**src/rtl/fpu_pkg.sv**
```systemverilog
// Shared FPU constants and the binary32 field layout, used by itof, ftoi and fadd.
package fpu_pkg;

  localparam int FP_EXP_BIAS   = 127;
  localparam int FP_FRAC_W     = 23;
  localparam int FP_EXP_W      = 8;
  // Exponent of a value whose leading one sits at bit 31 of the 32-bit magnitude.
  localparam int ITOF_EXP_BASE = FP_EXP_BIAS + 31;

  typedef struct packed {
    logic                 sign;
    logic [FP_EXP_W-1:0]  exp;
    logic [FP_FRAC_W-1:0] frac;
  } fp32_t;

  function automatic fp32_t fp32_pack(input logic                 sign,
                                      input logic [FP_EXP_W-1:0]  exp,
                                      input logic [FP_FRAC_W-1:0] frac);
    fp32_t v;
    v.sign = sign;
    v.exp  = exp;
    v.frac = frac;
    return v;
  endfunction

endpackage

```
**src/rtl/lzc32.sv**
```systemverilog
// Combinational 32-bit leading-zero counter; cnt_o = 32 and zero_o = 1 for an all-zero word.
module lzc32 (
  input  logic [31:0] data_i,
  output logic [5:0]  cnt_o,
  output logic        zero_o
);

  logic [5:0] cnt_s;

  // Scan upward so the most significant set bit writes last and wins.
  always_comb begin
    cnt_s = 6'd32;
    for (int i = 0; i < 32; i++) begin
      cnt_s = data_i[i] ? 6'(31 - i) : cnt_s;
    end
  end

  assign cnt_o  = cnt_s;
  assign zero_o = ~|data_i;

endmodule

```
**src/rtl/itof_pipeline.sv**
```systemverilog
// Three-stage signed int32 -> binary32 converter (RNE) with valid/ready backpressure.
// Build option: define ITOF_UNSIGNED_EN to add the is_unsigned port (fcvt.s.wu).
module itof_pipeline
  import fpu_pkg::*;
(
  input  logic        clk,
  input  logic        rst_n,
  input  logic        flush,
  input  logic        in_valid,
  output logic        in_ready,
  input  logic [31:0] input_a,
`ifdef ITOF_UNSIGNED_EN
  input  logic        is_unsigned,
`endif
  output logic        out_valid,
  input  logic        out_ready,
  output logic [31:0] result
);

  logic        en1_s, en2_s, en3_s;
  logic        v1_q, v1_d, v2_q, v2_d, v3_q, v3_d;
  logic        s1_q, s1_d;
  logic [31:0] mag1_q, mag1_d;
  logic        s2_q, s2_d, z2_q, z2_d;
  logic [7:0]  exp2_q, exp2_d;
  logic [30:0] norm2_q, norm2_d;
  fp32_t       res3_q, res3_d;

  logic        sign_s;
  logic [31:0] mag_s;
  logic [5:0]  lz_s;
  logic        lz_zero_s;
  logic [30:0] norm_s;
  logic [7:0]  exp_s;
  logic        rup_s;
  logic [23:0] sum_s;
  logic [7:0]  exp_rnd_s;

  assign en3_s     = !v3_q | out_ready;
  assign en2_s     = !v2_q | en3_s;
  assign en1_s     = !v1_q | en2_s;
  assign in_ready  = en1_s;
  assign out_valid = v3_q;
  assign result    = res3_q;

  // S1: sign and magnitude; 0x80000000 negates to itself, which is right as unsigned.
  always_comb begin
`ifdef ITOF_UNSIGNED_EN
    sign_s = input_a[31] & ~is_unsigned;
`else
    sign_s = input_a[31];
`endif
    mag_s = sign_s ? (~input_a + 32'd1) : input_a;
  end

  lzc32 u_lzc (
    .data_i (mag1_q),
    .cnt_o  (lz_s),
    .zero_o (lz_zero_s)
  );

  // S2: the implied one is shifted out of the top, so only bits 30:0 are kept.
  assign norm_s = mag1_q[30:0] << lz_s;
  assign exp_s  = 8'(ITOF_EXP_BASE) - {2'b00, lz_s};

  // S3: round-to-nearest-even; a mantissa carry wraps frac to 0 and bumps the exponent.
  assign rup_s     = norm2_q[7] & ((|norm2_q[6:0]) | norm2_q[8]);
  assign sum_s     = {1'b0, norm2_q[30:8]} + {23'd0, rup_s};
  assign exp_rnd_s = exp2_q + {7'd0, sum_s[23]};

  always_comb begin
    v1_d    = v1_q;
    v2_d    = v2_q;
    v3_d    = v3_q;
    s1_d    = s1_q;
    mag1_d  = mag1_q;
    s2_d    = s2_q;
    z2_d    = z2_q;
    exp2_d  = exp2_q;
    norm2_d = norm2_q;
    res3_d  = res3_q;
    if (flush) begin
      v1_d = 1'b0;
      v2_d = 1'b0;
      v3_d = 1'b0;
    end else begin
      if (en1_s) begin
        v1_d = in_valid;
      end else begin
        v1_d = v1_q;
      end
      if (en2_s) begin
        v2_d = v1_q;
      end else begin
        v2_d = v2_q;
      end
      if (en3_s) begin
        v3_d = v2_q;
      end else begin
        v3_d = v3_q;
      end
    end
    if (en1_s && in_valid) begin
      s1_d   = sign_s;
      mag1_d = mag_s;
    end else begin
      s1_d   = s1_q;
      mag1_d = mag1_q;
    end
    if (en2_s && v1_q) begin
      s2_d    = s1_q;
      z2_d    = lz_zero_s;
      exp2_d  = exp_s;
      norm2_d = norm_s;
    end else begin
      s2_d    = s2_q;
      z2_d    = z2_q;
      exp2_d  = exp2_q;
      norm2_d = norm2_q;
    end
    if (en3_s && v2_q) begin
      res3_d = z2_q ? fp32_t'(32'h0000_0000) : fp32_pack(s2_q, exp_rnd_s, sum_s[22:0]);
    end else begin
      res3_d = res3_q;
    end
  end

  // Pipeline state registers.
  always_ff @(posedge clk or negedge rst_n) begin
    if (!rst_n) begin
      v1_q    <= 1'b0;
      v2_q    <= 1'b0;
      v3_q    <= 1'b0;
      s1_q    <= 1'b0;
      mag1_q  <= 32'd0;
      s2_q    <= 1'b0;
      z2_q    <= 1'b0;
      exp2_q  <= 8'd0;
      norm2_q <= 31'd0;
      res3_q  <= fp32_t'(32'h0000_0000);
    end else begin
      v1_q    <= v1_d;
      v2_q    <= v2_d;
      v3_q    <= v3_d;
      s1_q    <= s1_d;
      mag1_q  <= mag1_d;
      s2_q    <= s2_d;
      z2_q    <= z2_d;
      exp2_q  <= exp2_d;
      norm2_q <= norm2_d;
      res3_q  <= res3_d;
    end
  end

endmodule

```
**config.mk**
```make
export PLATFORM = sky130hd
export DESIGN_NAME = itof_pipeline
export DESIGN_NICKNAME = d
export VERILOG_FILES = /design/src/rtl/fpu_pkg.sv /design/src/rtl/lzc32.sv /design/src/rtl/itof_pipeline.sv
export SDC_FILE = /design/constraint.sdc
export NUM_CORES = 1
export LEC_CHECK = 0
export BUFFER_PORTS_ARGS = -buffer_cell sky130_fd_sc_hd__buf_2
export CAP_MARGIN = 0
export CORE_AREA = 2 2 122 147
export DETAILED_ROUTE_END_ITERATION = 12
export DIE_AREA = 0 0 124 149
export PLACE_DENSITY = 0.58
export SLEW_MARGIN = 10
export SYNTH_ARGS = -nofsm -noshare
export SYNTH_HDL_FRONTEND = slang
export SYNTH_SLANG_ARGS = --single-unit
```
**constraint.sdc**
```tcl
create_clock -name clk -period 3.08 [get_ports clk]
set_input_delay 0.154 -clock clk [delete_from_list [all_inputs] [get_ports clk]]
set_output_delay 0.154 -clock clk [all_outputs]
set_load 0.05 [all_outputs]
```
==> impl_results.md <==
- Peak supply drop: roughly 0.32 mV
- Die footprint: between 0.015 and 0.02 mm²
- Share of layout cells above drive strength 1: 20.2%
- Longest Clk Path Bufs: 2
- Post-Synth Adder-Cell Area: less than 1%
- Top_reg_cell synth: dfrtp_1
- Asr flop ratio synth: 100%
- Core ar.: roughly 0.017 mm²
- Minimum clock period: ~3 ns
- CP max stage cell: mux4_2
- Via count: about 6800
- Final ANT Viol Nets: 0
- Ys Warns: 0
- Register bit total from synthesis: 109
- HPWL Detailed: between 15 and 20 mm
- Final Hold Violating Endpoints: 1
- Int Power: ~3.3 mW
- Chip width: around 120 µm
- Final GP Congestion: ~0.89
- Fin Clk Skew: roughly 0.0075 ns
- Worst-path clk slew: 0.08 ns
- Complex-gate fraction of the synthesized area: 23.2%
- Type of the worst min-delay path: in2async
- Nets: slightly above 1000
- R2R Path End: norm2_q[22]
- Buf/Inv on CP: 2
- Initial DRC Count: roughly 350
- Gr usage total: between 20% and 30%
- Num rows: 53
- Max Transition Viols Final: 0
- Syn nets: around 940
- WHS: -0.000204 ns
- Initial antenna violation count: 0
- Syn avg cell area: a little over 8 µm²
- Final setup vio count: 0
- Pwr per Cell Area: around 650 mW/mm²
- Setup repair after global routing missed its margin: false
- Fmax: around 340 MHz
- Global-route wire length before repair: 33.9 mm
- Final setup margin: roughly 0.15 ns
- Die Span Y: roughly 150 µm
- Synth Instances: 897
- CP max FO: 21
- Seq/Total Area, Yosys: 36.9%
- Largest stage delay, worst path: between 0.5 and 0.6 ns
- P_leak: about 3.9 nW
- Post-DR vias/cell: 5.60
- Critical path startpoint category: register
- Cells after DPL: 1200
- CP arrival: between 3 and 4 ns
- FF-to-FF setup slack: 0.15 ns
- I/O Pins: about 70
- Worst R2R Path Depth: 10
- Largest family of logic cells by synthesized area: compound AO/OA/AOI/OAI gates
- PortBufs: 70
- Vias in the first global route: around 6600
- Clk pwr share: between 20% and 30%
- Post-Synth XOR/XNOR Area: a little under 7%
- Status: finished, violations left
- Actual slew at the worst max-slew pin: between 1 and 1.5 ns
- Routed Wire Length: between 20 and 25 mm
- Starting density of the core: between 40% and 50%
- CP delay by family, top: compound AO/OA/AOI/OAI gates
- Antenna cells: 0
- Post-route non-filler standard cell count: ~1200
- Setup TNS: 0 ns
- Slew HR: approximately 29%
- DR pass1 iterations: 5
- WL/cell: 16.8 µm
- CTS root buffer: clkbuf_16
- Area grow syn2layout: 18.1%
- Switching power: about 2.4 mW
- Gate power share: between 40% and 50%
- Post-synthesis mux area share: 6.35%
- DRC viols: 0
- Flop pwr share: a little over a third
- Dpl ws: between 0.15 and 0.2 ns
- Simple-Gate Fraction of Synth Area: between 20% and 30%
- Largest net degree at the start of global routing: 85
- Cell Area, Synth: between 0.007 and 0.008 mm²
- Crit path capture type: register
- # fillers: 1745
- Clock Latency Late Sink: roughly 0.36 ns
- Post-synth EDFFs: 0
- Final period util: a little over nine tenths
- CP required: between 3 and 4 ns
- CTS Sinks: 109
- H-tree levels: 3
- Post-synth cell types: 70
- Max-cap viol count: 0
- Overflow after GRT: 0
- Switch share: between 40% and 50%
- Crit-path cells: o311a_1, o41a_1, o21a_1, inv_2, buf_4, mux4_2, nand2_1, o21ai_1, o31a_1, a22o_1
- CTS buffer count: 9
- Failing checks: hold timing
- TritonCTS clock tree: built
- CP Class: reg2reg
- Reg-to-Reg Start: mag1_q[3]
[registers in the layout, summed over array words and instances, names as in the netlist]
name	count
mag1_q	32
result	32
norm2_q	31
exp2_q	8
out_valid	1
s1_q	1
s2_q	1
v1_q	1
v2_q	1
z2_q	1
[kinds of logic after synthesis]
logic type / after synthesis
AOI/OAI and AO/OA: 271
DFF: 109
and+or+nand+nor: 323
xor gates and xnor gates: 58
muxes: 40
adders and majority gates: 5
buffers and inverters: 91
[layout by cell type, fill, tap and decap left out, types with 6 or more instances in the layout]
cell,synthesis,routed
a211oi_1,6,6
a21o_1,6,6
a21oi_1,43,43
a221oi_1,7,7
a22o_1,11,11
a31oi_1,8,8
and2_1,9,9
and3_1,8,8
buf_2,8,69
buf_4,1,83
clkbuf_16,0,9
dfrtp_1,109,108
inv_1,18,18
mux2i_1,30,29
nand2_1,144,143
nand2b_1,10,10
nand3_1,52,52
nand4_1,6,6
nor2_1,42,41
nor2b_1,6,6
nor3_1,9,9
nor4_1,8,6
o211ai_1,13,13
o21a_1,6,6
o21ai_0,101,100
o21ai_1,8,9
o31ai_1,21,21
o41ai_1,6,6
or4_1,9,9
xnor2_1,9,9
xor2_1,49,49
[through the flow]
step                hold slack, ns  util (%)  cell area, µm²  power (mW)
floorplan                   -0.142         -            7390        3.65
global placement             0.345      48.7            8390        4.41
detailed placement           0.343      48.7            8390        4.43
CTS                         0.0207      50.5            8710        5.70
global route                0.0590      50.6            8730        6.04
finish                   -0.000204      50.6            8730        5.68
[area by class of cell]
| cell class | count | area, µm² | area share [%] |
|---|---|---|---|
| Multi-Input combinational cell | 697 | 4300 | 49.3 |
| Sequential cell | 109 | 2730 | 31.3 |
| Timing Repair Buffer | 156 | 1040 | 11.9 |
| Tap cell | 220 | 275 | 3.15 |
| Clock buffer | 10 | 239 | 2.74 |
| Clock inverter | 6 | 75.1 | 0.860 |
| Inverter | 19 | 71.3 | 0.817 |
[synth_stat cells, drive strengths merged (11+ instances only)]
cell type	n	share of area, %
clkbuf	56	2.9
o211ai	13	1.3
mux2i	30	4.1
o21ai	110	7.5
o31ai	21	2.1
buf	16	1.4
inv	19	0.96
a21oi	43	2.9
nor2	43	2.2
xor2	49	5.8
dfrtp	109	37
a22o	11	1.3
nand2	144	7.3
nand3	52	3.5
[worst register-to-register path, stage by stage (launching register included)]
cell and delay (ns):
dfrtp_1 0.38, o311a_1 0.36, o41a_1 0.39, o21a_1 0.23
inv_2 0.08, buf_4 0.27, mux4_2 0.55, nand2_1 0.08
o21ai_1 0.08, o31a_1 0.24, a22o_1 0.17
[power groups by stage]
stage / registers, mW / clock network (mW) / logic [mW]
6_report: 2.03 / 1.26 / 2.38
3_5_place_dp: 2.06 / 0 / 2.37
2_1_floorplan: 2.35 / 0 / 1.30
4_1_cts: 2.03 / 1.29 / 2.38
5_1_grt: 2.08 / 1.35 / 2.61
3_3_place_gp: 2.05 / 0 / 2.37
[repair_timing]
item,in CTS,in global routing
gates resized for setup,0,7
endpoints found under the hold margin,3,0
endpoints found under the setup margin,0,6
hold buffers,1,0
buffers inserted,0,0
[routing by layer]
layer	track usage [%]	share of wire [%]	vias up
li1	-	-	3436
met1	31.0	45	3147
met2	37.9	47	189
met3	2.60	3.5	47
met4	11.0	4.3	0
met5	0	0	-
[worst max path at each step]
stage	start	end	cells past startpoint
after floorplan	mag1_q[0]	norm2_q[22]	13
after global placement	mag1_q[3]	norm2_q[22]	10
after detailed placement	mag1_q[3]	norm2_q[22]	10
after CTS	mag1_q[3]	norm2_q[22]	10
after global routing	norm2_q[12]	result[27]	12
final	mag1_q[3]	norm2_q[22]	10
(Power assumes the default switching activity.)
